<file path="src/rtl/fetch_buffer.sv">
// Instruction queue between fetch and dispatch; up to 3 in and 3 out per cycle.
// Latency: 1 cycle from accept to visibility; no empty-buffer bypass.
// Backpressure: fetch_stall from registered count only; dispatch pops the leading unstalled run.
package fetch_buffer_pkg;
  typedef struct packed {
    logic        valid;
    logic [31:0] inst;
    logic [31:0] NPC;
    logic [31:0] PC;
  } IF_ID_PACKET;
endpackage

module fetch_buffer
  import fetch_buffer_pkg::*;
#(
  parameter int DEPTH = 8
) (
  input  logic                      clock,
  input  logic                      reset,
  input  logic                      squash,
  input  IF_ID_PACKET [2:0]         if_packet_in,
  output logic [2:0]                fetch_stall,
  output IF_ID_PACKET [2:0]         if_id_packet_out,
  input  logic [2:0]                d_stall,
  output logic [$clog2(DEPTH):0]    count
);

  localparam int PW = $clog2(DEPTH);
  localparam int CW = PW + 1;

  IF_ID_PACKET   mem [DEPTH];
  logic [PW-1:0] head;
  logic [PW-1:0] tail;
  logic [CW-1:0] free;
  logic [CW-1:0] count_next;
  logic [2:0]    acc;
  logic [1:0]    off [3];
  logic [1:0]    n_acc;
  logic [2:0]    slot_vld;
  logic [2:0]    slot_go;
  logic [1:0]    n_deq;

  // Space is judged on the registered count so same-cycle pops never widen admission.
  assign free = CW'(DEPTH) - count;

  always_comb begin
    fetch_stall = 3'b000;
    acc         = 3'b000;
    for (int i = 0; i < 3; i++) begin
      fetch_stall[i] = (free < CW'(i + 1));
      acc[i]         = if_packet_in[i].valid & ~fetch_stall[i];
    end
  end

  // Accepted slots are compacted onto consecutive tail positions.
  assign off[0] = 2'd0;
  assign off[1] = {1'b0, acc[0]};
  assign off[2] = 2'(acc[0]) + 2'(acc[1]);
  assign n_acc  = 2'(acc[0]) + 2'(acc[1]) + 2'(acc[2]);

  always_comb begin
    if_id_packet_out = '0;
    slot_vld         = 3'b000;
    for (int k = 0; k < 3; k++) begin
      slot_vld[k] = (count > CW'(k));
      if (slot_vld[k]) begin
        if_id_packet_out[k] = mem[head + PW'(k)];
      end
    end
  end

  assign slot_go = slot_vld & ~d_stall;
  assign n_deq   = slot_go[0] ? (slot_go[1] ? (slot_go[2] ? 2'd3 : 2'd2) : 2'd1) : 2'd0;

  assign count_next = count + CW'(n_acc) - CW'(n_deq);

  always_ff @(posedge clock) begin
    if (!reset) begin
      head  <= '0;
      tail  <= '0;
      count <= '0;
    end else if (squash) begin
      head  <= '0;
      tail  <= '0;
      count <= '0;
    end else begin
      head  <= head + PW'(n_deq);
      tail  <= tail + PW'(n_acc);
      count <= count_next;
    end
  end

  always_ff @(posedge clock) begin
    if (reset && !squash) begin
      for (int i = 0; i < 3; i++) begin
        if (acc[i]) begin
          mem[tail + PW'(off[i])] <= if_packet_in[i];
        end
      end
    end
  end

endmodule
</file>
<file path="config.mk">
export PLATFORM = sky130hd
export DESIGN_NAME = fetch_buffer
export DESIGN_NICKNAME = d
export VERILOG_FILES = /design/src/rtl/fetch_buffer.sv
export SDC_FILE = /design/constraint.sdc
export NUM_CORES = 2
export LEC_CHECK = 0
export CAP_MARGIN = 25
export CORE_MARGIN = 2
export CORE_UTILIZATION = 53
export DETAILED_ROUTE_END_ITERATION = 7
export PLACE_DENSITY = 0.78
export SYNTH_ARGS = -nofsm -noshare
export SYNTH_HDL_FRONTEND = slang
export SYNTH_SLANG_ARGS = --single-unit
</file>
<file path="constraint.sdc">
create_clock -name clock -period 8.3 [get_ports clock]
set_input_delay 0.83 -clock clock [delete_from_list [all_inputs] [get_ports clock]]
set_output_delay 0.83 -clock clock [all_outputs]
set_load 0.1 [all_outputs]
</file>
==> impl_metrics.env <==
export IMPL_via_per_inst=7.11
export IMPL_nets=6396
export IMPL_power_density_nw_per_um2=307
export IMPL_fillers=8572
export IMPL_clkSinkCount=786
export IMPL_ys_async_sr_fraction_pct=0
export IMPL_fin_crit_ns=6.33
export IMPL_num_vias=54500
export IMPL_cp_required_ns=7.47
export IMPL_path_clk_slew_ns=0.06
export IMPL_grt_pass1_vias=52800
export IMPL_skew_ns=0.0197
export IMPL_drc_errors=15
export IMPL_drive_gt1_share_pct=14.0
export IMPL_hold_path_startpoint="tail[2]"
export IMPL_postSynthAreaPerCell_um2=9.63
export IMPL_max_slew_margin_pct=20.2
export IMPL_ys_ff_latch=786
export IMPL_ys_seq_area_share_pct=39.9
export IMPL_wirelength_um=228000
export IMPL_cp_end_kind="output port"
export IMPL_grt_overflow=0
export IMPL_arrival_ns=5.50
export IMPL_ios=595
export IMPL_p_sw_mw=10.3
export IMPL_cellLeakagePower_nw=22.4
export IMPL_tritoncts="yes"
export IMPL_initial_utilization_pct=53.3
export IMPL_cp_max_fo=60
export IMPL_fin_setup_tns_ns=0
export IMPL_final_util_pct=61.2
export IMPL_synth_cells=6121
export IMPL_ys_types=58
export IMPL_cts_buffer_depth=3
export IMPL_layout_cells_non_filler=7666
export IMPL_outcome="complete, but fails checks"
export IMPL_ctsResizeCount=0
export IMPL_dpl_hpwl_um=128000
export IMPL_p_sw_share_pct=49.5
export IMPL_worst_slew_pin_slew_ns=1.20
export IMPL_rows=122
export IMPL_r2r_start="count[1]"
export IMPL_htree_levels=3
export IMPL_startpoint_type="flip-flop"
export IMPL_place_ws_ns=1.86
export IMPL_port_buffers=594
export IMPL_finalCritPeriodShare_pct=76.2
export IMPL_ant_nets=0
export IMPL_cts_buffers=88
export IMPL_grt_usage_pct=39.4
export IMPL_seq_power_share_pct=26.4
export IMPL_insertion_delay_ns=0.70
export IMPL_slew_viol_final=0
export IMPL_synth_fp_nets=6439
export IMPL_grt_pass1_wl_um=331000
export IMPL_clock_power_share_pct=19.2
export IMPL_yosysWarnings=0
export IMPL_hold_viol=0
export IMPL_firstDrtPassIters=8
export IMPL_dieArea_um2=114000
export IMPL_max_freq_mhz=158
export IMPL_antenna_found_initial=41
export IMPL_fp_dieH_um=337
export IMPL_gp_congestion=0.924
export IMPL_violations="design-rule violations"
export IMPL_setup_ws_ns=1.97
export IMPL_grt_max_degree=194
export IMPL_power_mw=20.8
export IMPL_cts_setup_buffers=0
export IMPL_synth_edf_count=776
export IMPL_setup_viol=0
export IMPL_startpoint="head[0]"
export IMPL_root_buffer="clkbuf_16"
export IMPL_cap_violations=0
export IMPL_place_inst=7468
export IMPL_rsz0062_at_grt="no"
export IMPL_min_delay_path_class="reg2reg"
export IMPL_core_region_area_um2=111000
export IMPL_ir_drop_mv=0.395
export IMPL_synth_area_um2=58900
export IMPL_ctsHoldBuffers=0
export IMPL_area_growth_pct=14.8
export IMPL_die_w_um=337
export IMPL_synth_flop_cell="edfxtp_1"
export IMPL_drtIter0Drc=8936
export IMPL_p_comb_share_pct=54.4
export IMPL_wl_per_cell_um=29.7
export IMPL_p_int_mw=10.5
export IMPL_crit_type="reg2out"
[state kept, by name, indices dropped and copies added (netlist names)]
signal  flops
mem       776
count       4
head        3
tail        3
[cells in the mapped netlist, types with 4 or more instances]
| master | number | area share (%) |
|---|---|---|
| a21oi_1 | 98 | 0.83 |
| a31oi_1 | 770 | 8.2 |
| and2_1 | 4 | 0.042 |
| buf_1 | 143 | 0.91 |
| buf_2 | 70 | 0.59 |
| buf_4 | 72 | 0.92 |
| clkbuf_1 | 451 | 2.9 |
| clkbuf_2 | 96 | 0.82 |
| dfxtp_1 | 10 | 0.34 |
| edfxtp_1 | 776 | 40 |
| fa_1 | 5 | 0.17 |
| ha_1 | 16 | 0.34 |
| inv_1 | 16 | 0.10 |
| mux2i_1 | 196 | 3.3 |
| mux4_2 | 582 | 22 |
| nand2_1 | 1738 | 11 |
| nand4_1 | 5 | 0.053 |
| nor2_1 | 977 | 6.2 |
| nor2b_1 | 5 | 0.053 |
| nor3_1 | 4 | 0.034 |
| nor4_4 | 4 | 0.14 |
| o2111ai_1 | 4 | 0.059 |
| o211ai_1 | 12 | 0.15 |
| o211ai_2 | 4 | 0.085 |
| o21a_1 | 5 | 0.064 |
| o221ai_1 | 6 | 0.089 |
| xnor2_1 | 6 | 0.089 |
| xor2_1 | 7 | 0.10 |
[metrics by stage]
stage                     area (um^2)  hold slack [ns]
after floorplan                 59000            0.578
final                           67700            0.731
after CTS                       67400            0.719
after detailed placement        64500            0.712
after global routing            67700            0.760
after global placement          64500            0.685
[path summary, 6_finish.rpt]
path                                to  slack [ns]  cells past startpoint
setup / recovery  if_id_packet_out[28]        1.97                      6
hold / removal                 tail[2]        0.73                      2
setup reg to reg            mem[6][72]        2.36                     13
hold reg to reg                tail[2]        0.73                      2
[cell type report]
class	count	area (um^2)	area share (%)
sequential	786	23500	34.7
tap	1488	1860	2.75
multi-input combinational	4484	32100	47.4
clock buffer	106	2350	3.48
inverter	18	67.6	0.0998
timing repair buffer	700	7220	10.7
clock inverter	56	498	0.736
antenna	28	70.1	0.104
[per-layer routing]
layer / routed length [um] / GRT usage, % / up-vias
li1: - / - / 22100
met1: 71400 / 49.4 / 25500
met2: 99100 / 58.0 / 5515
met3: 41300 / 14.3 / 1287
met4: 16000 / 24.9 / 30
met5: 177 / 0 / -
[worst max-delay path: stages (launching register included)]
cell and delay (ns):
dfxtp_4 0.99, buf_4 0.82, buf_4 0.81, mux4_2 0.59, mux2i_1 0.39, nor2_1 0.09, clkdlybuf4s50_1 1.02
[logic make-up (layout without fill, tap and decap cells)]
family,Yosys count,after routing,synth area share (%)
and+or+nand+nor,2756,2756,17.9
AOI/OAI and AO/OA,916,916,9.72
buffers and inverters,851,880,6.24
DFF,786,786,39.9
muxes,778,778,25.6
adders and majority gates,21,21,0.510
xor gates and xnor gates,13,13,0.193
other,0,28,0
[power groups by stage]
stage	registers [mW]	logic, mW	clock network, mW
after floorplan	5.39	8.23	0
after global placement	5.48	10.9	0
after detailed placement	5.53	11.1	0
after CTS	5.45	11.1	3.97
after global routing	5.52	11.6	4.12
final	5.48	11.3	3.99
[cell usage in the layout (no fill, tap or decap), types with 5 or more instances in the layout]
cell / instances
bufinv_16: 8
edfxtp_1: 776
nand2_1: 1738
buf_12: 24
buf_4: 72
ha_1: 15
nor2_1: 977
diode_2: 28
inv_1: 16
clkbuf_16: 92
o211ai_1: 12
xor2_1: 6
buf_16: 9
dfxtp_1: 7
clkdlybuf4s50_1: 594
a21oi_1: 98
fa_1: 5
xnor2_1: 5
o221ai_4: 6
nor2b_1: 5
mux2i_1: 196
mux4_2: 582
nand4_1: 5
clkinv_1: 20
clkinv_2: 19
a31oi_1: 770
clkbuf_1: 14
No activity file was read; power rests on OpenSTA's default activity.
